$ cat config.mk
export PLATFORM = sky130hd
export DESIGN_NAME = i2c_csr_bridge_flat
export DESIGN_NICKNAME = d
export VERILOG_FILES = /design/src/rtl/i2c_csr_pkg.sv /design/src/rtl/i2c_csr_bridge_if.sv /design/src/rtl/i2c_sync_fifo.sv /design/src/rtl/i2c_csr_bridge.sv /design/src/flat_wrapper.sv
export SDC_FILE = /design/constraint.sdc
export NUM_CORES = 1
export LEC_CHECK = 0
export BUFFER_PORTS_ARGS = -buffer_cell sky130_fd_sc_hd__buf_2
export CAP_MARGIN = 20
export CORE_MARGIN = 4
export CORE_UTILIZATION = 45
export DETAILED_ROUTE_END_ITERATION = 8
export HOLD_SLACK_MARGIN = 0.1
export SLEW_MARGIN = 30
export SYNTH_ARGS = -nofsm -noshare
export SYNTH_HDL_FRONTEND = slang
export SYNTH_HIERARCHICAL = 1
export SYNTH_SLANG_ARGS = --single-unit
$ cat constraint.sdc
create_clock -name clk -period 4 [get_ports clk]
set_clock_uncertainty 0.05 [all_clocks]
set_input_delay 0.2 -clock clk [delete_from_list [all_inputs] [get_ports clk]]
set_output_delay 0.2 -clock clk [all_outputs]
set_load 0.03 [all_outputs]
$ cat src/rtl/i2c_csr_pkg.sv
// Shared register map, bit positions and response codes for the I2C CSR bridge.
package i2c_csr_pkg;

  localparam logic [7:0] ADDR_CTRL       = 8'h00;
  localparam logic [7:0] ADDR_STATUS     = 8'h04;
  localparam logic [7:0] ADDR_PRESCALE   = 8'h08;
  localparam logic [7:0] ADDR_CMD        = 8'h0C;
  localparam logic [7:0] ADDR_TXDATA     = 8'h10;
  localparam logic [7:0] ADDR_RXDATA     = 8'h14;
  localparam logic [7:0] ADDR_IRQ_STATUS = 8'h18;
  localparam logic [7:0] ADDR_IRQ_MASK   = 8'h1C;

  localparam int CTRL_STOP_ON_IDLE = 1;
  localparam int CTRL_FLUSH_TX     = 2;
  localparam int CTRL_FLUSH_RX     = 3;

  localparam int CMD_START  = 8;
  localparam int CMD_READ   = 9;
  localparam int CMD_WRITE  = 10;
  localparam int CMD_WMULT  = 11;
  localparam int CMD_STOP   = 12;

  localparam int IRQ_DONE     = 0;
  localparam int IRQ_RX_AVAIL = 1;
  localparam int IRQ_NACK     = 2;
  localparam int IRQ_TX_EMPTY = 3;
  localparam int IRQ_OVERFLOW = 4;

  localparam logic [1:0] RESP_OKAY   = 2'b00;
  localparam logic [1:0] RESP_SLVERR = 2'b10;

  typedef enum logic {
    RD_IDLE = 1'b0,
    RD_DATA = 1'b1
  } rd_state_e;

endpackage

$ cat src/rtl/i2c_csr_bridge_if.sv
// CSR bus between the interconnect (master) and the bridge (slave).
interface i2c_csr_bridge_if;
  import i2c_csr_pkg::*;

  // Writes complete on any edge with ctrl_write=1. A read is held by the master
  // until it sees ctrl_waitrequest=0; readdata/response are valid in that cycle.
  logic [7:0]  ctrl_address;
  logic        ctrl_read;
  logic [31:0] ctrl_readdata;
  logic [1:0]  ctrl_response;
  logic        ctrl_write;
  logic [31:0] ctrl_writedata;
  logic [3:0]  ctrl_byteenable;
  logic        ctrl_waitrequest;
  rd_state_e   dbg_rd_state;

  modport slave (
    input  ctrl_address, ctrl_read, ctrl_write, ctrl_writedata, ctrl_byteenable,
    output ctrl_readdata, ctrl_response, ctrl_waitrequest, dbg_rd_state
  );

  modport master (
    output ctrl_address, ctrl_read, ctrl_write, ctrl_writedata, ctrl_byteenable,
    input  ctrl_readdata, ctrl_response, ctrl_waitrequest, dbg_rd_state
  );

endinterface

$ cat src/rtl/i2c_sync_fifo.sv
// First-word-fall-through synchronous FIFO with flush and level output.
module i2c_sync_fifo #(
  parameter  int WIDTH = 8,
  parameter  int DEPTH = 4,
  localparam int AW    = $clog2(DEPTH)
) (
  input  logic             clk,
  input  logic             rst_n,
  input  logic             flush_i,
  input  logic             push_i,
  input  logic [WIDTH-1:0] din_i,
  input  logic             pop_i,
  output logic [WIDTH-1:0] dout_o,
  output logic             full_o,
  output logic             empty_o,
  output logic [AW:0]      level_o
);

  localparam logic [AW:0] FULL_LVL = DEPTH[AW:0];

  logic [WIDTH-1:0] mem_q [DEPTH];
  logic [AW-1:0]    wr_ptr_q, rd_ptr_q;
  logic [AW:0]      level_q, level_d;
  logic             do_push, do_pop;

  // A pop on a full FIFO frees the slot, so the push in the same cycle still lands.
  assign do_pop  = pop_i && !flush_i && (level_q != '0);
  assign do_push = push_i && !flush_i && ((level_q != FULL_LVL) || do_pop);

  always_comb begin
    level_d = level_q;
    case ({do_push, do_pop})
      2'b10:   level_d = level_q + 1'b1;
      2'b01:   level_d = level_q - 1'b1;
      default: level_d = level_q;
    endcase
    if (flush_i) level_d = '0;
  end

  always_ff @(posedge clk or negedge rst_n) begin
    if (!rst_n) begin
      wr_ptr_q <= '0;
      rd_ptr_q <= '0;
      level_q  <= '0;
    end else begin
      level_q <= level_d;
      if (flush_i) begin
        wr_ptr_q <= '0;
        rd_ptr_q <= '0;
      end else begin
        if (do_push) wr_ptr_q <= wr_ptr_q + 1'b1;
        if (do_pop)  rd_ptr_q <= rd_ptr_q + 1'b1;
      end
    end
  end

  always_ff @(posedge clk) begin
    if (do_push) mem_q[wr_ptr_q] <= din_i;
  end

  assign dout_o  = mem_q[rd_ptr_q];
  assign full_o  = (level_q == FULL_LVL);
  assign empty_o = (level_q == '0);
  assign level_o = level_q;

endmodule

$ cat src/rtl/i2c_csr_bridge.sv
// CSR front end for i2c_master: buffers commands, TX and RX bytes and raises a
// maskable level interrupt.
module i2c_csr_bridge
  import i2c_csr_pkg::*;
#(
  parameter int          CMD_DEPTH    = 4,
  parameter int          TX_DEPTH     = 16,
  parameter int          RX_DEPTH     = 16,
  parameter logic [15:0] PRESCALE_RST = 16'd250
) (
  input  logic             clk,
  input  logic             rst_n,
  i2c_csr_bridge_if.slave  ctrl,
  output logic             irq,
  output logic [6:0]       cmd_address,
  output logic             cmd_start,
  output logic             cmd_read,
  output logic             cmd_write,
  output logic             cmd_write_multiple,
  output logic             cmd_stop,
  output logic             cmd_valid,
  input  logic             cmd_ready,
  output logic [7:0]       data_in,
  output logic             data_in_last,
  output logic             data_in_valid,
  input  logic             data_in_ready,
  input  logic [7:0]       data_out,
  input  logic             data_out_last,
  input  logic             data_out_valid,
  output logic             data_out_ready,
  input  logic             busy,
  input  logic             bus_control,
  input  logic             bus_active,
  input  logic             missed_ack,
  output logic [15:0]      prescale,
  output logic             stop_on_idle
);

  localparam int CAW = $clog2(CMD_DEPTH);
  localparam int TAW = $clog2(TX_DEPTH);
  localparam int RAW = $clog2(RX_DEPTH);

  logic [7:0]  reg_addr;
  logic [31:0] wdata;
  logic [3:0]  be;
  logic        wr_en, rd_cap, unmapped, wr_ro, wr_err;

  logic [11:0] cmd_dout;
  logic [8:0]  tx_dout, rx_dout;
  logic        cmd_full, cmd_empty, tx_full, tx_empty, rx_full, rx_empty;
  logic [CAW:0] cmd_level;
  logic [TAW:0] tx_level;
  logic [RAW:0] rx_level;
  logic        cmd_push, tx_push, rx_push, cmd_pop, tx_pop, rx_pop;
  logic        cmd_drop, tx_drop, flush_tx, flush_rx;

  logic        stop_q, busy_q, tx_empty_q, irq_q;
  logic [15:0] prescale_q;
  logic [4:0]  irq_status_q, irq_status_d, irq_mask_q, irq_set, irq_clr, irq_view;

  rd_state_e   rd_state_q;
  logic [31:0] rdata_q, rd_data;
  logic [1:0]  resp_q;
  logic        rd_err;

  assign reg_addr = {ctrl.ctrl_address[7:2], 2'b00};
  assign wdata    = ctrl.ctrl_writedata;
  assign be       = ctrl.ctrl_byteenable;
  assign wr_en    = ctrl.ctrl_write;
  // A read that coincides with a write waits; the write goes first.
  assign rd_cap   = ctrl.ctrl_read && !ctrl.ctrl_write && (rd_state_q == RD_IDLE);
  assign unmapped = (ctrl.ctrl_address[7:5] != 3'b000);
  assign wr_ro    = (reg_addr == ADDR_STATUS) || (reg_addr == ADDR_RXDATA);

  assign cmd_push = wr_en && (reg_addr == ADDR_CMD);
  assign tx_push  = wr_en && (reg_addr == ADDR_TXDATA) && be[0];
  assign flush_tx = wr_en && (reg_addr == ADDR_CTRL) && be[0] && wdata[CTRL_FLUSH_TX];
  assign flush_rx = wr_en && (reg_addr == ADDR_CTRL) && be[0] && wdata[CTRL_FLUSH_RX];
  assign cmd_pop  = cmd_valid && cmd_ready;
  assign tx_pop   = data_in_valid && data_in_ready;
  assign rx_push  = data_out_valid && data_out_ready;
  assign rx_pop   = rd_cap && (reg_addr == ADDR_RXDATA) && !rx_empty;
  assign cmd_drop = cmd_push && cmd_full && !cmd_pop;
  assign tx_drop  = tx_push && tx_full && !tx_pop;
  assign wr_err   = wr_ro || unmapped || cmd_drop || tx_drop;

  i2c_sync_fifo #(.WIDTH(12), .DEPTH(CMD_DEPTH)) u_cmd_fifo (
    .clk, .rst_n, .flush_i(flush_tx), .push_i(cmd_push),
    .din_i({wdata[CMD_STOP:CMD_START], wdata[6:0]}), .pop_i(cmd_pop),
    .dout_o(cmd_dout), .full_o(cmd_full), .empty_o(cmd_empty), .level_o(cmd_level)
  );

  i2c_sync_fifo #(.WIDTH(9), .DEPTH(TX_DEPTH)) u_tx_fifo (
    .clk, .rst_n, .flush_i(flush_tx), .push_i(tx_push), .din_i(wdata[8:0]),
    .pop_i(tx_pop), .dout_o(tx_dout), .full_o(tx_full), .empty_o(tx_empty),
    .level_o(tx_level)
  );

  i2c_sync_fifo #(.WIDTH(9), .DEPTH(RX_DEPTH)) u_rx_fifo (
    .clk, .rst_n, .flush_i(flush_rx), .push_i(rx_push),
    .din_i({data_out_last, data_out}), .pop_i(rx_pop), .dout_o(rx_dout),
    .full_o(rx_full), .empty_o(rx_empty), .level_o(rx_level)
  );

  // rx_avail is never stored: it mirrors the RX FIFO so W1C cannot clear it.
  assign irq_view = irq_status_q | {3'b000, !rx_empty, 1'b0};

  always_comb begin
    irq_set               = '0;
    irq_set[IRQ_DONE]     = busy_q && !busy && cmd_empty;
    irq_set[IRQ_NACK]     = missed_ack;
    irq_set[IRQ_TX_EMPTY] = tx_empty && !tx_empty_q;
    irq_set[IRQ_OVERFLOW] = cmd_drop || tx_drop;
    irq_clr = '0;
    if (wr_en && (reg_addr == ADDR_IRQ_STATUS)) irq_clr = wdata[4:0];
    irq_status_d = (irq_status_q & ~irq_clr) | irq_set;
  end

  always_ff @(posedge clk or negedge rst_n) begin
    if (!rst_n) begin
      stop_q       <= 1'b0;
      prescale_q   <= PRESCALE_RST;
      irq_status_q <= '0;
      irq_mask_q   <= '0;
      irq_q        <= 1'b0;
      busy_q       <= 1'b0;
      tx_empty_q   <= 1'b1;
    end else begin
      busy_q       <= busy;
      tx_empty_q   <= tx_empty;
      irq_status_q <= irq_status_d;
      irq_q        <= |(irq_view & irq_mask_q);
      if (wr_en && (reg_addr == ADDR_CTRL) && be[0]) stop_q <= wdata[CTRL_STOP_ON_IDLE];
      if (wr_en && (reg_addr == ADDR_PRESCALE)) begin
        if (be[0]) prescale_q[7:0]  <= wdata[7:0];
        if (be[1]) prescale_q[15:8] <= wdata[15:8];
      end
      if (wr_en && (reg_addr == ADDR_IRQ_MASK)) irq_mask_q <= wdata[4:0];
    end
  end

  always_comb begin
    rd_data = '0;
    rd_err  = 1'b0;
    case (reg_addr)
      ADDR_CTRL:       rd_data[CTRL_STOP_ON_IDLE] = stop_q;
      ADDR_STATUS: begin
        rd_data[0]     = busy;
        rd_data[1]     = bus_control;
        rd_data[2]     = bus_active;
        rd_data[4]     = cmd_full;
        rd_data[5]     = tx_full;
        rd_data[6]     = rx_empty;
        rd_data[15:8]  = 8'(tx_level);
        rd_data[23:16] = 8'(rx_level);
      end
      ADDR_PRESCALE:   rd_data[15:0] = prescale_q;
      ADDR_RXDATA:     if (!rx_empty) rd_data = {1'b1, 22'd0, rx_dout};
      ADDR_IRQ_STATUS: rd_data[4:0] = irq_view;
      ADDR_IRQ_MASK:   rd_data[4:0] = irq_mask_q;
      ADDR_CMD, ADDR_TXDATA: rd_data = '0;
      default:         rd_err = 1'b1;
    endcase
  end

  // Read FSM: IDLE captures data (stalling the master), DATA releases it.
  always_ff @(posedge clk or negedge rst_n) begin
    if (!rst_n) begin
      rd_state_q <= RD_IDLE;
      rdata_q    <= '0;
      resp_q     <= RESP_OKAY;
    end else begin
      case (rd_state_q)
        RD_IDLE: begin
          if (wr_en) resp_q <= wr_err ? RESP_SLVERR : RESP_OKAY;
          if (rd_cap) begin
            rd_state_q <= RD_DATA;
            rdata_q    <= rd_data;
            resp_q     <= rd_err ? RESP_SLVERR : RESP_OKAY;
          end
        end
        default: begin
          rd_state_q <= RD_IDLE;
          if (wr_en) resp_q <= wr_err ? RESP_SLVERR : RESP_OKAY;
        end
      endcase
    end
  end

  assign ctrl.ctrl_readdata    = rdata_q;
  assign ctrl.ctrl_response    = resp_q;
  assign ctrl.ctrl_waitrequest = ctrl.ctrl_read && (rd_state_q == RD_IDLE);
  assign ctrl.dbg_rd_state     = rd_state_q;

  assign cmd_address        = cmd_dout[6:0];
  assign cmd_start          = cmd_dout[7];
  assign cmd_read           = cmd_dout[8];
  assign cmd_write          = cmd_dout[9];
  assign cmd_write_multiple = cmd_dout[10];
  assign cmd_stop           = cmd_dout[11];
  assign cmd_valid          = !cmd_empty;
  assign data_in            = tx_dout[7:0];
  assign data_in_last       = tx_dout[8];
  assign data_in_valid      = !tx_empty;
  assign data_out_ready     = !rx_full;
  assign prescale           = prescale_q;
  assign stop_on_idle       = stop_q;
  assign irq                = irq_q;

  logic unused_bits;
  assign unused_bits = ^{ctrl.ctrl_address[1:0], wdata[31:16], be[3:2], cmd_level};

endmodule

$ cat src/flat_wrapper.sv
// flat-port wrapper written by rule: the top's interface ports become plain ports
module i2c_csr_bridge_flat import i2c_csr_pkg::*;
#(
  parameter int          CMD_DEPTH    = 4,
  parameter int          TX_DEPTH     = 16,
  parameter int          RX_DEPTH     = 16,
  parameter logic [15:0] PRESCALE_RST = 16'd250
)
  (clk, rst_n, irq, cmd_address, cmd_start, cmd_read, cmd_write, cmd_write_multiple, cmd_stop, cmd_valid, cmd_ready, data_in, data_in_last, data_in_valid, data_in_ready, data_out, data_out_last, data_out_valid, data_out_ready, busy, bus_control, bus_active, missed_ack, prescale, stop_on_idle, ctrl_ctrl_address, ctrl_ctrl_read, ctrl_ctrl_write, ctrl_ctrl_writedata, ctrl_ctrl_byteenable, ctrl_ctrl_readdata, ctrl_ctrl_response, ctrl_ctrl_waitrequest, ctrl_dbg_rd_state);
  i2c_csr_bridge_if ctrl_i ();
  input  logic clk;
  input  logic rst_n;
  output logic irq;
  output logic [6:0] cmd_address;
  output logic cmd_start;
  output logic cmd_read;
  output logic cmd_write;
  output logic cmd_write_multiple;
  output logic cmd_stop;
  output logic cmd_valid;
  input  logic cmd_ready;
  output logic [7:0] data_in;
  output logic data_in_last;
  output logic data_in_valid;
  input  logic data_in_ready;
  input  logic [7:0] data_out;
  input  logic data_out_last;
  input  logic data_out_valid;
  output logic data_out_ready;
  input  logic busy;
  input  logic bus_control;
  input  logic bus_active;
  input  logic missed_ack;
  output logic [15:0] prescale;
  output logic stop_on_idle;
  input wire logic [$bits(ctrl_i.ctrl_address)-1:0] ctrl_ctrl_address;
  input wire logic [$bits(ctrl_i.ctrl_read)-1:0] ctrl_ctrl_read;
  input wire logic [$bits(ctrl_i.ctrl_write)-1:0] ctrl_ctrl_write;
  input wire logic [$bits(ctrl_i.ctrl_writedata)-1:0] ctrl_ctrl_writedata;
  input wire logic [$bits(ctrl_i.ctrl_byteenable)-1:0] ctrl_ctrl_byteenable;
  output wire logic [$bits(ctrl_i.ctrl_readdata)-1:0] ctrl_ctrl_readdata;
  output wire logic [$bits(ctrl_i.ctrl_response)-1:0] ctrl_ctrl_response;
  output wire logic [$bits(ctrl_i.ctrl_waitrequest)-1:0] ctrl_ctrl_waitrequest;
  output wire logic [$bits(ctrl_i.dbg_rd_state)-1:0] ctrl_dbg_rd_state;
  assign ctrl_i.ctrl_address = ctrl_ctrl_address;
  assign ctrl_i.ctrl_read = ctrl_ctrl_read;
  assign ctrl_i.ctrl_write = ctrl_ctrl_write;
  assign ctrl_i.ctrl_writedata = ctrl_ctrl_writedata;
  assign ctrl_i.ctrl_byteenable = ctrl_ctrl_byteenable;
  assign ctrl_ctrl_readdata = ctrl_i.ctrl_readdata;
  assign ctrl_ctrl_response = ctrl_i.ctrl_response;
  assign ctrl_ctrl_waitrequest = ctrl_i.ctrl_waitrequest;
  assign ctrl_dbg_rd_state = ctrl_i.dbg_rd_state;
  i2c_csr_bridge #(.CMD_DEPTH(CMD_DEPTH), .TX_DEPTH(TX_DEPTH), .RX_DEPTH(RX_DEPTH), .PRESCALE_RST(PRESCALE_RST)) u_core (.clk(clk), .rst_n(rst_n), .ctrl(ctrl_i), .irq(irq), .cmd_address(cmd_address), .cmd_start(cmd_start), .cmd_read(cmd_read), .cmd_write(cmd_write), .cmd_write_multiple(cmd_write_multiple), .cmd_stop(cmd_stop), .cmd_valid(cmd_valid), .cmd_ready(cmd_ready), .data_in(data_in), .data_in_last(data_in_last), .data_in_valid(data_in_valid), .data_in_ready(data_in_ready), .data_out(data_out), .data_out_last(data_out_last), .data_out_valid(data_out_valid), .data_out_ready(data_out_ready), .busy(busy), .bus_control(bus_control), .bus_active(bus_active), .missed_ack(missed_ack), .prescale(prescale), .stop_on_idle(stop_on_idle));
endmodule
==> metrics.yaml <==
status:
  status: "complete, no violations"
setup_path:
  crit_type: "flop to flop"
  r2r-start: "u_core/u_rx_fifo/level_o[1]$_DFFE_PN0P_"
  critPathMaxFanout: 6
  cp.arrival_ns: 3.88
  end_kind: "flop"
  cp-start-kind: "flop"
  r2r_slack_ns: 0.56
  crit_required_ns: 4.44
  ff2ff_path_depth: 14
  r2r-end: "u_core/u_rx_fifo/level_o[4]$_DFFE_PN0P_"
hold_path:
  hold_class: "input pin to flop"
  hold_depth: 3
  hp-start: "ctrl_ctrl_address[4]"
  min_to: "u_core/ctrl.ctrl_readdata[2]$_DFFE_PN0P_"
synth:
  synth_ff_type: "edfxtp_1"
  yosysTopAreaCell: "edfxtp_1"
  avgSynthCellArea_um2: 15.9
  syn_area_um2: 18000
  netlist_instances: 1135
  yosys_warnings: 6
  synth_edf_count: 336
  synth_seq_cells: 424
  ys_types: 74
  synth.yosys.seq_area_share_pct: 68.3
  yosys-top-cells-area: "edfxtp_1 56%, dfrtp_1 11%, mux4_2 6.0%"
  async_reset_ff_share_pct: 20.8
  synth.top_cell.area_share_pct: 56.0
cells_and_area:
  mostFrequentLayoutCells: "336 x edfxtp_1, 110 x buf_2, 78 x dfrtp_1, 72 x nand2_1, 65 x mux2i_1"
  final_layout_size_suffix_gt1_share_pct: 25.3
  final_common_cell: "edfxtp_1"
  syn2layout_area_growth_pct: 16.9
  nets: 1398
  nFillCells: 3251
grt:
  antenna_found_initial: 2
  grt_max_degree: 59
  overflow: 0
  grt_pass1_wl_um: 62800
  grt_usage_pct: 18.7
  grt_pass1_vias: 10384
route:
  dr.pass1.iters: 5
  dr.first_iter.drc_count: 646
  routedWlPerCell_um: 21.7
  viasPerCell: 5.52
  drt_wl_total_um: 40600
  ant_nets: 0
  dr_total_vias: 10342
  drc: 0
pwr:
  total_power_uw: 12500
  power_density_nw_per_um2: 596
  p_leak_uw: 0.00771
  ir_worst_vdd_mv: 0.469
timing:
  hold_viol: 0
  tns_ns: 0
  period_share_pct: 86.0
  rsz0062_at_grt: "false"
  setup_viol: 0
  fmax_mhz: 291
  worst_pin_slew_ns: 1.02
  slew_violations: 0
  period_minus_slack_ns: 3.44
  relSlewSlack_pct: 31.9
floorplanning:
  fp.dieArea_um2: 43300
  initial_core_util_pct: 45.5
  core-area_um2: 39600
  die_y_um: 208
  die_x_um: 208
  io_pins: 142
  fp-row-count: 73
clock_network:
  cts.sinks: 424
  clk_pin_slew_ns: 0.06
  clock_latency_ns: 0.57
  root_buffer: "clkbuf_16"
  htree_levels: 2
  cts_max_path_buffers: 3
  cts_setup_buffers: 0
  cts_tree: "built"
  cts_buffers: 45
placement:
  place.gp.congestion: 0.813
  dp_hpwl_um: 26600
  port_buffers: 111
run:
  cap_violations: 0
[cell families (layout without fill, tap and decap cells)]
family / count (synthesis) / after routing / share of synthesized area (%)
buffers and inverters: 97 / 299 / 2.66
adders and majority gates: 23 / 23 / 1.72
xor gates and xnor gates: 16 / 16 / 0.778
muxes: 155 / 155 / 12.3
AOI/OAI and AO/OA: 184 / 184 / 7.18
other: 1 / 11 / 0.0208
DFF: 424 / 424 / 68.3
and+or+nand+nor: 235 / 235 / 7.04
[synthesized netlist by cell type (27+ instances only)]
cell type and instances:
edfxtp_1 336, dfrtp_1 81, nand2_1 72, mux2i_1 65, mux4_2 48, o21ai_0 47
mux2_2 36, nor2_1 35, inv_1 32, a21oi_1 31, a22oi_1 31, and2_1 27
[worst max path at each step]
stage | end | cells past startpoint | startpoint
3_3_place_gp | u_core/u_rx_fifo/level_o[4]$_DFFE_PN0P_ | 12 | ctrl_ctrl_address[4]
6_report | u_core/u_rx_fifo/level_o[4]$_DFFE_PN0P_ | 14 | u_core/u_rx_fifo/level_o[1]$_DFFE_PN0P_
4_1_cts | u_core/u_rx_fifo/level_o[4]$_DFFE_PN0P_ | 14 | u_core/u_rx_fifo/level_o[1]$_DFFE_PN0P_
2_1_floorplan | u_core/u_rx_fifo/mem_q[10][0]$_DFFE_PP_ | 8 | u_core/ctrl.dbg_rd_state$_DFF_PN0_
5_1_grt | u_core/u_rx_fifo/level_o[4]$_DFFE_PN0P_ | 13 | u_core/u_rx_fifo/level_o[4]$_DFFE_PN0P_
3_5_place_dp | u_core/u_rx_fifo/level_o[4]$_DFFE_PN0P_ | 12 | ctrl_ctrl_address[4]
[layer usage]
layer	global-route usage, %	vias to the layer above	part of all wire (%)
li1	-	4742	-
met1	24.7	5307	42
met2	31.1	231	50
met3	3.89	60	5.4
met4	6.39	2	2.8
met5	0	-	0.032
[worst max-delay path: stages, from the launching register on]
cell and delay (ns):
dfrtp_1 0.43, nor4_4 0.47, nand2b_1 0.28, inv_1 0.22, nor3_1 0.10, and2_1 0.18, nand2_1 0.10, or3_1 0.18
inv_1 0.10, ha_1 0.33, nand2b_1 0.09, a21oi_1 0.12, or4_1 0.42, a21o_1 0.17, a21oi_1 0.11
[registers in the layout, indices dropped and copies added (netlist names), 5 cells and up]
name,cells
u_core/u_rx_fifo/level_o,5
u_core/prescale,16
u_core/u_rx_fifo/mem_q,144
u_core/u_tx_fifo/mem_q,144
u_core/u_tx_fifo/level_o,5
u_core/u_cmd_fifo/mem_q,48
u_core/irq_mask_q,5
u_core/ctrl.ctrl_readdata,22
u_core/irq_status_q,5
[metrics by stage]
stage	utilization, %	area (um2)	instances	setup WS, ns	hold slack [ns]
2_1_floorplan	-	18100	1144	0.339	-0.146
3_3_place_gp	48.5	19200	1751	0.598	0.264
3_5_place_dp	48.5	19200	1751	0.588	0.269
4_1_cts	53.1	21000	1871	0.561	0.106
5_1_grt	53.1	21100	1872	0.259	0.163
6_report	53.1	21100	1872	0.558	0.148
[repair_timing]
action                                 in CTS  in global routing
hold buffers                               38                  0
endpoints found under the hold margin     392                  0
gates resized for setup                     0                  0
[layout make-up]
class                      instances  area (um2)  area share, %
tap                              525         657           3.12
antenna                            1        2.50         0.0119
inverter                          33         129          0.612
multi-input combinational        623        5280           25.1
clock buffer                      56        1270           6.03
timing repair buffer             184        1230           5.82
clock inverter                    26         190          0.903
sequential                       424       12300           58.4
[report_power, final]
group | switching (uW) | leakage [uW] | total [uW] | internal (uW)
combinational | 1790 | 0.00287 | 3050 | 1260
sequential | 398 | 0.00413 | 5470 | 5080
clock | 1690 | 0.000705 | 4020 | 2320
(Power assumes the default switching activity.)
